$ cat src/rtl/cpu_boot_sequencer.sv
`default_nettype none
// ---------------------------------------------------------------------------
// cpu_boot_sequencer - loads imem/dmem images, runs the cpu for a cycle
// budget, then streams a window of dmem back out.  Rev 1.0
// ---------------------------------------------------------------------------
module cpu_boot_sequencer #(
  parameter int IMEM_WORDS = 512,
  parameter int DMEM_WORDS = 1024,
  parameter int CNT_W      = 32
) (
  input  logic             clk,
  input  logic             arst_n,
  input  logic             start,
  input  logic [9:0]       imem_len,
  input  logic [10:0]      dmem_len,
  input  logic [CNT_W-1:0] run_cycles,
  input  logic [10:0]      dump_len,
  input  logic             s_valid,
  input  logic [63:0]      s_data,
  output logic             s_ready,
  output logic             m_valid,
  output logic [63:0]      m_data,
  input  logic             m_ready,
  output logic             cpu_enable,
  output logic [63:0]      addr_ext,
  output logic             wen_ext,
  output logic             ren_ext,
  output logic [31:0]      wdata_ext,
  output logic [63:0]      addr_ext_2,
  output logic             wen_ext_2,
  output logic             ren_ext_2,
  output logic [63:0]      wdata_ext_2,
  input  logic [63:0]      rdata_ext_2,
  output logic             busy,
  output logic             done
);

  typedef enum logic [2:0] {
    S_IDLE, S_LOAD_I, S_LOAD_D, S_GAP, S_RUN, S_DUMP, S_DONE
  } state_t;

  // Dump sub-phase: read strobe out, read data returning, word presented.
  typedef enum logic [1:0] {D_READ, D_CAPT, D_HOLD} dphase_t;

  state_t           state, state_nx;
  state_t           after_run, after_gap, after_start;
  dphase_t          dphase;
  logic [10:0]      ilen, dlen, dnum, idx;
  logic [10:0]      ilen_cl, dlen_cl, dnum_cl;
  logic [CNT_W-1:0] run_len, run_cnt;
  logic             start_ok, load_hs, load_last, run_last;
  logic             dump_acc, dump_last, enter_dump;

  always_comb begin
    ilen_cl = ({1'b0, imem_len} > 11'(IMEM_WORDS)) ? 11'(IMEM_WORDS) : {1'b0, imem_len};
    dlen_cl = (dmem_len > 11'(DMEM_WORDS)) ? 11'(DMEM_WORDS) : dmem_len;
    dnum_cl = (dump_len > 11'(DMEM_WORDS)) ? 11'(DMEM_WORDS) : dump_len;
  end

  assign start_ok   = start && ((state == S_IDLE) || (state == S_DONE));
  assign s_ready    = (state == S_LOAD_I) || (state == S_LOAD_D);
  assign load_hs    = s_valid && s_ready;
  assign load_last  = (state == S_LOAD_I) ? (idx == ilen - 11'd1) : (idx == dlen - 11'd1);
  assign run_last   = (run_cnt == run_len - CNT_W'(1));
  assign dump_acc   = (state == S_DUMP) && (dphase == D_HOLD) && m_ready;
  assign dump_last  = (idx == dnum - 11'd1);
  assign enter_dump = (state_nx == S_DUMP) && (state != S_DUMP);

  assign cpu_enable = (state == S_RUN);
  assign busy       = !((state == S_IDLE) || (state == S_DONE));
  assign done       = (state == S_DONE);
  assign ren_ext    = 1'b0;

  always_ff @(posedge clk or negedge arst_n) begin
    if (!arst_n) state <= S_IDLE;
    else         state <= state_nx;
  end

  // Zero-length phases fall straight through to the next one in order.
  always_comb begin
    after_run   = (dnum != 11'd0) ? S_DUMP : S_DONE;
    after_gap   = (run_len != '0) ? S_RUN : after_run;
    after_start = (ilen_cl != 11'd0) ? S_LOAD_I :
                  (dlen_cl != 11'd0) ? S_LOAD_D : S_GAP;
    state_nx    = state;
    case (state)
      S_IDLE, S_DONE: if (start_ok) state_nx = after_start;
      S_LOAD_I: if (load_hs && load_last) state_nx = (dlen != 11'd0) ? S_LOAD_D : S_GAP;
      S_LOAD_D: if (load_hs && load_last) state_nx = S_GAP;
      S_GAP:    state_nx = after_gap;
      S_RUN:    if (run_last) state_nx = after_run;
      S_DUMP:   if (dump_acc && dump_last) state_nx = S_DONE;
      default:  state_nx = S_IDLE;
    endcase
  end

  always_ff @(posedge clk or negedge arst_n) begin
    if (!arst_n) begin
      ilen        <= '0;
      dlen        <= '0;
      dnum        <= '0;
      run_len     <= '0;
      idx         <= '0;
      run_cnt     <= '0;
      dphase      <= D_READ;
      m_valid     <= 1'b0;
      m_data      <= '0;
      addr_ext    <= '0;
      wen_ext     <= 1'b0;
      wdata_ext   <= '0;
      addr_ext_2  <= '0;
      wen_ext_2   <= 1'b0;
      ren_ext_2   <= 1'b0;
      wdata_ext_2 <= '0;
    end else begin
      wen_ext   <= 1'b0;
      wen_ext_2 <= 1'b0;
      ren_ext_2 <= 1'b0;
      if (start_ok) begin
        ilen    <= ilen_cl;
        dlen    <= dlen_cl;
        dnum    <= dnum_cl;
        run_len <= run_cycles;
        idx     <= '0;
        run_cnt <= '0;
        m_valid <= 1'b0;
      end
      if (load_hs) begin
        idx <= load_last ? 11'd0 : idx + 11'd1;
        if (state == S_LOAD_I) begin
          wen_ext   <= 1'b1;
          addr_ext  <= {51'd0, idx, 2'b00};
          wdata_ext <= s_data[31:0];
        end else begin
          wen_ext_2   <= 1'b1;
          addr_ext_2  <= {50'd0, idx, 3'b000};
          wdata_ext_2 <= s_data;
        end
      end
      if (state == S_RUN) run_cnt <= run_cnt + CNT_W'(1);
      // The first read is launched on the way in so ren lands in the first DUMP cycle.
      if (enter_dump) begin
        idx        <= '0;
        ren_ext_2  <= 1'b1;
        addr_ext_2 <= '0;
        dphase     <= D_READ;
      end
      if (state == S_DUMP) begin
        case (dphase)
          D_READ: dphase <= D_CAPT;
          D_CAPT: begin
            m_data  <= rdata_ext_2;
            m_valid <= 1'b1;
            dphase  <= D_HOLD;
          end
          default: begin
            if (m_ready) begin
              m_valid <= 1'b0;
              if (!dump_last) begin
                idx        <= idx + 11'd1;
                ren_ext_2  <= 1'b1;
                addr_ext_2 <= {50'd0, idx + 11'd1, 3'b000};
                dphase     <= D_READ;
              end
            end
          end
        endcase
      end
    end
  end

endmodule
`default_nettype wire

$ cat config.mk
export PLATFORM = sky130hd
export DESIGN_NAME = cpu_boot_sequencer
export DESIGN_NICKNAME = d
export VERILOG_FILES = /design/src/rtl/cpu_boot_sequencer.sv
export SDC_FILE = /design/constraint.sdc
export NUM_CORES = 1
export LEC_CHECK = 0
export CORE_AREA = 2 2 195 197
export DETAILED_ROUTE_END_ITERATION = 6
export DIE_AREA = 0 0 197 199
export PLACE_DENSITY = 0.79
export SETUP_SLACK_MARGIN = 0.3
export SLEW_MARGIN = 25
export SYNTH_ARGS = -nofsm -noshare
export SYNTH_HDL_FRONTEND = slang
export SYNTH_SLANG_ARGS = --single-unit
export TNS_END_PERCENT = 30
$ cat constraint.sdc
create_clock -name clk -period 12.4 [get_ports clk]
set_clock_uncertainty 0.1 [all_clocks]
set_input_delay 2.48 -clock clk [delete_from_list [all_inputs] [get_ports clk]]
set_output_delay 2.48 -clock clk [all_outputs]
set_load 0.02 [all_outputs]
==> flow_results.org <==
** Outcome
- Result of the run :: completed

** Clocking
- In this run, post-CTS hold repair placed 0 buffers.
- In this run the post-CTS setup repair buffer count came out at 0.
- Total of cells resized after clock tree synthesis :: 0
- At the later pin of the worst-skew pair, clock insertion delay measures between 0.5 and 0.6 ns.
- H-tree lvl count :: 2
- Root buf cell :: sky130_fd_sc_hd__clkbuf_16
- No sink is reached through more buffers than the 3 on the longest clock path.
- Clock transition at path regs :: around 0.060 ns
- TritonCTS built the clock tree.
- TritonCTS Buffers :: 39
- The clock drives 351 sinks.

** Cells and area
- Measured on the finished design, the core utilization comes to around 60%.
- Diode insertion count for antenna repair :: 0
- Of the cells placed in the final design, the portion with a size suffix greater than 1 is 9.797%.
- The filler cells instantiated in the layout total 3015.
- P&R area growth vs syn :: 35.23%
- Number of standard cells in the final layout excluding fillers :: ~2500
- The net count of the finished layout is roughly 2200.

** Hold path
- Min-delay src :: wdata_ext_2[21]
- Cell depth of the worst hold path :: 2
- Worst min-delay path category :: reg -> reg

** STA
- Setup violations remaining at the end of the flow were counted as 0.
- The count of pins over their slew limit is 0.
- Timing-limited maximum frequency :: ~0.19 GHz
- Post-route setup TNS :: 0 ns
- Unrepaired setup endpoints after global routing :: no
- The worst path meets setup with a little over 7 ns of slack.
- Subtracting the final worst setup slack from the clock period gives between 5 and 6 ns.
- Pin slew with the least headroom to its limit :: between 0.9 and 1 ns
- Fin. Hold Viols :: 0
- Headroom to the max-slew limit came out at between 30% and 40%.
- Final period util :: approximately 43%

** Synth
- The number of different library cells used by synthesis comes to 70.
- In this run the cell area of the synthesized design comes to 16540 um2.
- Summing the areas of all and, or, nand and nor instances in the mapped netlist gives 20.92% of the synthesized area.
- For this run, asynchronously set or reset flops after synthesis account for between 90% and 100%.
- Of the synthesized area, sequential elements account for a little over half.
- Number of enable-type register cells in the synthesized netlist :: 0
- Number of instances in the synthesized netlist :: about 1600
- Compound-cell area share of the yosys netlist :: 7.445%
- Largest cells by area after synthesis :: sky130_fd_sc_hd__dfrtp_1, sky130_fd_sc_hd__nand2_1, sky130_fd_sc_hd__mux2_2
- After synthesis, the largest family of logic cells by area is simple AND/OR/NAND/NOR gates.
- Synth Warn # :: 0
- Of the post-synthesis cell area, the dominant cell type holds a little over half.
- Fraction of the mapped netlist area in adder cells :: less than 1%
- Among all flip-flop cells after synthesis, the most frequent one is sky130_fd_sc_hd__dfrtp_1.
- Commonest cells post-synth :: sky130_fd_sc_hd__nand2_1, sky130_fd_sc_hd__dfrtp_1, sky130_fd_sc_hd__mux2_2
- Counting flops and latches in the post-synthesis netlist gives roughly 350.
- Average instance area after synthesis :: around 10 um2
- Synthesized-area fraction occupied by xor and xnor cells :: between 3 and 4%
- The biggest area contributor in the post-synthesis netlist is sky130_fd_sc_hd__dfrtp_1.
- The portion of synthesized area spent on multiplexers is around 9%.
- By instance count, the leading cell after synthesis is sky130_fd_sc_hd__nand2_1.

** Placed design
- Once detailed placement completed, the half-perimeter wirelength came to 34360 um.
- Placed insts :: around 2500
- RePlAce Congestion :: between 0.8 and 0.9
- Before CTS, the worst setup slack after placement is ~6.8 ns.
- During placement, the flow inserted port buffers numbering between 400 and 500.

** Worst setup path
- Data on the critical path arrives at its endpoint at 2.74 ns.
- RR Endpoint :: idx[6]
- FF-to-FF setup slack :: 7.34 ns
- The most critical setup path has its endpoint at cpu_enable.
- Highest fanout seen on the critical path :: 10
- Counting cells, the worst reg-to-reg path comes to 13.
- Worst setup startpoint :: state[2]
- The worst setup path is launched from a register.
- Required time at the endpoint of the critical path :: just under 10 ns
- Category of the critical setup timing path :: reg -> out
- The worst register-to-register path begins at state[1].
- Crit path capture type :: primary output

** Drt
- Count of routing violations after the opening detailed-route iteration :: a little under 800
- Dividing the detail-routed via count by the number of cells gives 5.375.
- Routed wire length :: approximately 47000 um
- Before antenna repair, the detailed router went through 5 iterations.
- Met3 layer wire length in the routed design :: 3390 um
- Total vias in the final route :: roughly 14000
- The highest metal layer carrying signal wires in the routed design is met5.
- After detailed routing, the wire length on met1 is ~18000 um.
- After detailed routing, the met2 layer carries ~23000 um of wire.
- For this run, design rule violations remaining after detail routing come to 0.
- Once detail routing completed, the nets flagged for antenna violations numbered 0.
- After detailed routing, the average wire length per cell comes to approximately 19 um.

** Pwr
- Power spread over the standard cell area amounts to between 100 and 150 nW/um2.
- The analysis attributes to cell leakage a power of 10.22 nW.
- Maximum VDD drop :: 0.0001207 V

** Floorplan
- Die Height :: about 200 um
- Boundary Pins :: about 500
- Core ar. :: approximately 37000 um2
- Number of placement rows :: 71
- Starting density of the core :: 44.53%
- The floorplan step defined a die boundary enclosing around 40000 um2.
- Measured along the x axis, the die boundary spans ~200 um.

** Global routing
- Global routing finished with a remaining overflow of 0.
- Number of global-route vias before repair :: roughly 14000
- The initial antenna violation count is 1.
- The first global-routing pass estimated around 74000 um of wire.
- Gr usage total :: between 20% and 30%
- Pin count of the biggest net entering global routing :: 84

** Flow run
- Max capacitance violation total :: 0
## registers in the layout, indices dropped and copies added (netlist names), 32 cells and up
register,cells
addr_ext_2,64
m_data,64
wdata_ext_2,64
run_cnt,32
run_len,32
wdata_ext,32
## critical path: stages, from the launching register on
cell and delay [ns]:
sky130_fd_sc_hd__dfrtp_1 0.55, sky130_fd_sc_hd__inv_1 0.18, sky130_fd_sc_hd__or3_1 0.54, sky130_fd_sc_hd__inv_1 0.24, sky130_fd_sc_hd__clkdlybuf4s50_1 0.68
## per-layer routing
layer | track usage (%) | up-vias
met4 | 13.03 | 2
li1 | - | 6339
met5 | 0 | -
met3 | 5.697 | 132
met1 | 27.94 | 6616
met2 | 40.65 | 595
## worst min-delay path by stage
stage,to,slack [ns]
2_1_floorplan,ilen[0],0.36
3_3_place_gp,wdata_ext_2[47],0.36
3_5_place_dp,wdata_ext_2[40],0.36
4_1_cts,wdata_ext_2[40],0.38
5_1_grt,wdata_ext_2[24],0.40
6_report,wdata_ext_2[21],0.37
## metrics by stage
stage               power, mW  cell area (um2)  hold slack [ns]
finish                  2.485            22360           0.3733
global route            2.569            22360           0.3957
CTS                     2.518            22340           0.3763
detailed placement      1.342            21050           0.3610
global placement        1.340            21040           0.3580
floorplan               1.235            16740           0.3642
## cell type report
| type | count | area (um2) | area share (%) |
|---|---|---|---|
| Tap cell | 474 | 593.1 | 2.652 |
| Sequential cell | 351 | 8783 | 39.27 |
| Clock buffer | 56 | 1111 | 4.968 |
| Clock inverter | 15 | 180.2 | 0.8056 |
| Timing Repair Buffer | 451 | 4502 | 20.13 |
| Inverter | 23 | 86.33 | 0.3860 |
| Multi-Input combinational cell | 1176 | 7108 | 31.78 |
## kinds of logic after synthesis
| group | Yosys count |
|---|---|
| AOI/OAI and AO/OA | 191 |
| xor gates and xnor gates | 72 |
| adders and majority gates | 6 |
| buffers and inverters | 171 |
| DFF | 351 |
| muxes | 133 |
| other | 1 |
| and+or+nand+nor | 720 |
## layout by cell type, fill, tap and decap left out, drive strengths merged, types with 13 or more instances in the layout
cell type / netlist / layout
nand4: 15 / 15
clkbuf: 64 / 56
or3: 13 / 13
nor2: 48 / 48
o21ai: 89 / 89
buf: 84 / 13
nand2b: 20 / 20
nor4: 20 / 20
or4: 14 / 14
nor3b: 55 / 55
inv: 22 / 24
xnor2: 46 / 46
dfrtp: 351 / 351
and3: 18 / 18
nor3: 30 / 30
conb: 1 / 54
clkdlybuf4s50: 0 / 438
o31ai: 14 / 14
nand3: 59 / 59
nand2: 388 / 388
a22oi: 13 / 13
a21oi: 15 / 15
mux2i: 24 / 24
xor2: 26 / 26
mux2: 109 / 109
## power breakdown
group,switching (mW),total [mW],internal [mW]
logic,0.0764,0.158,0.0820
clock network,0.473,1.16,0.691
registers,0.00632,1.16,1.16
No activity file was read; power rests on OpenSTA's default activity.
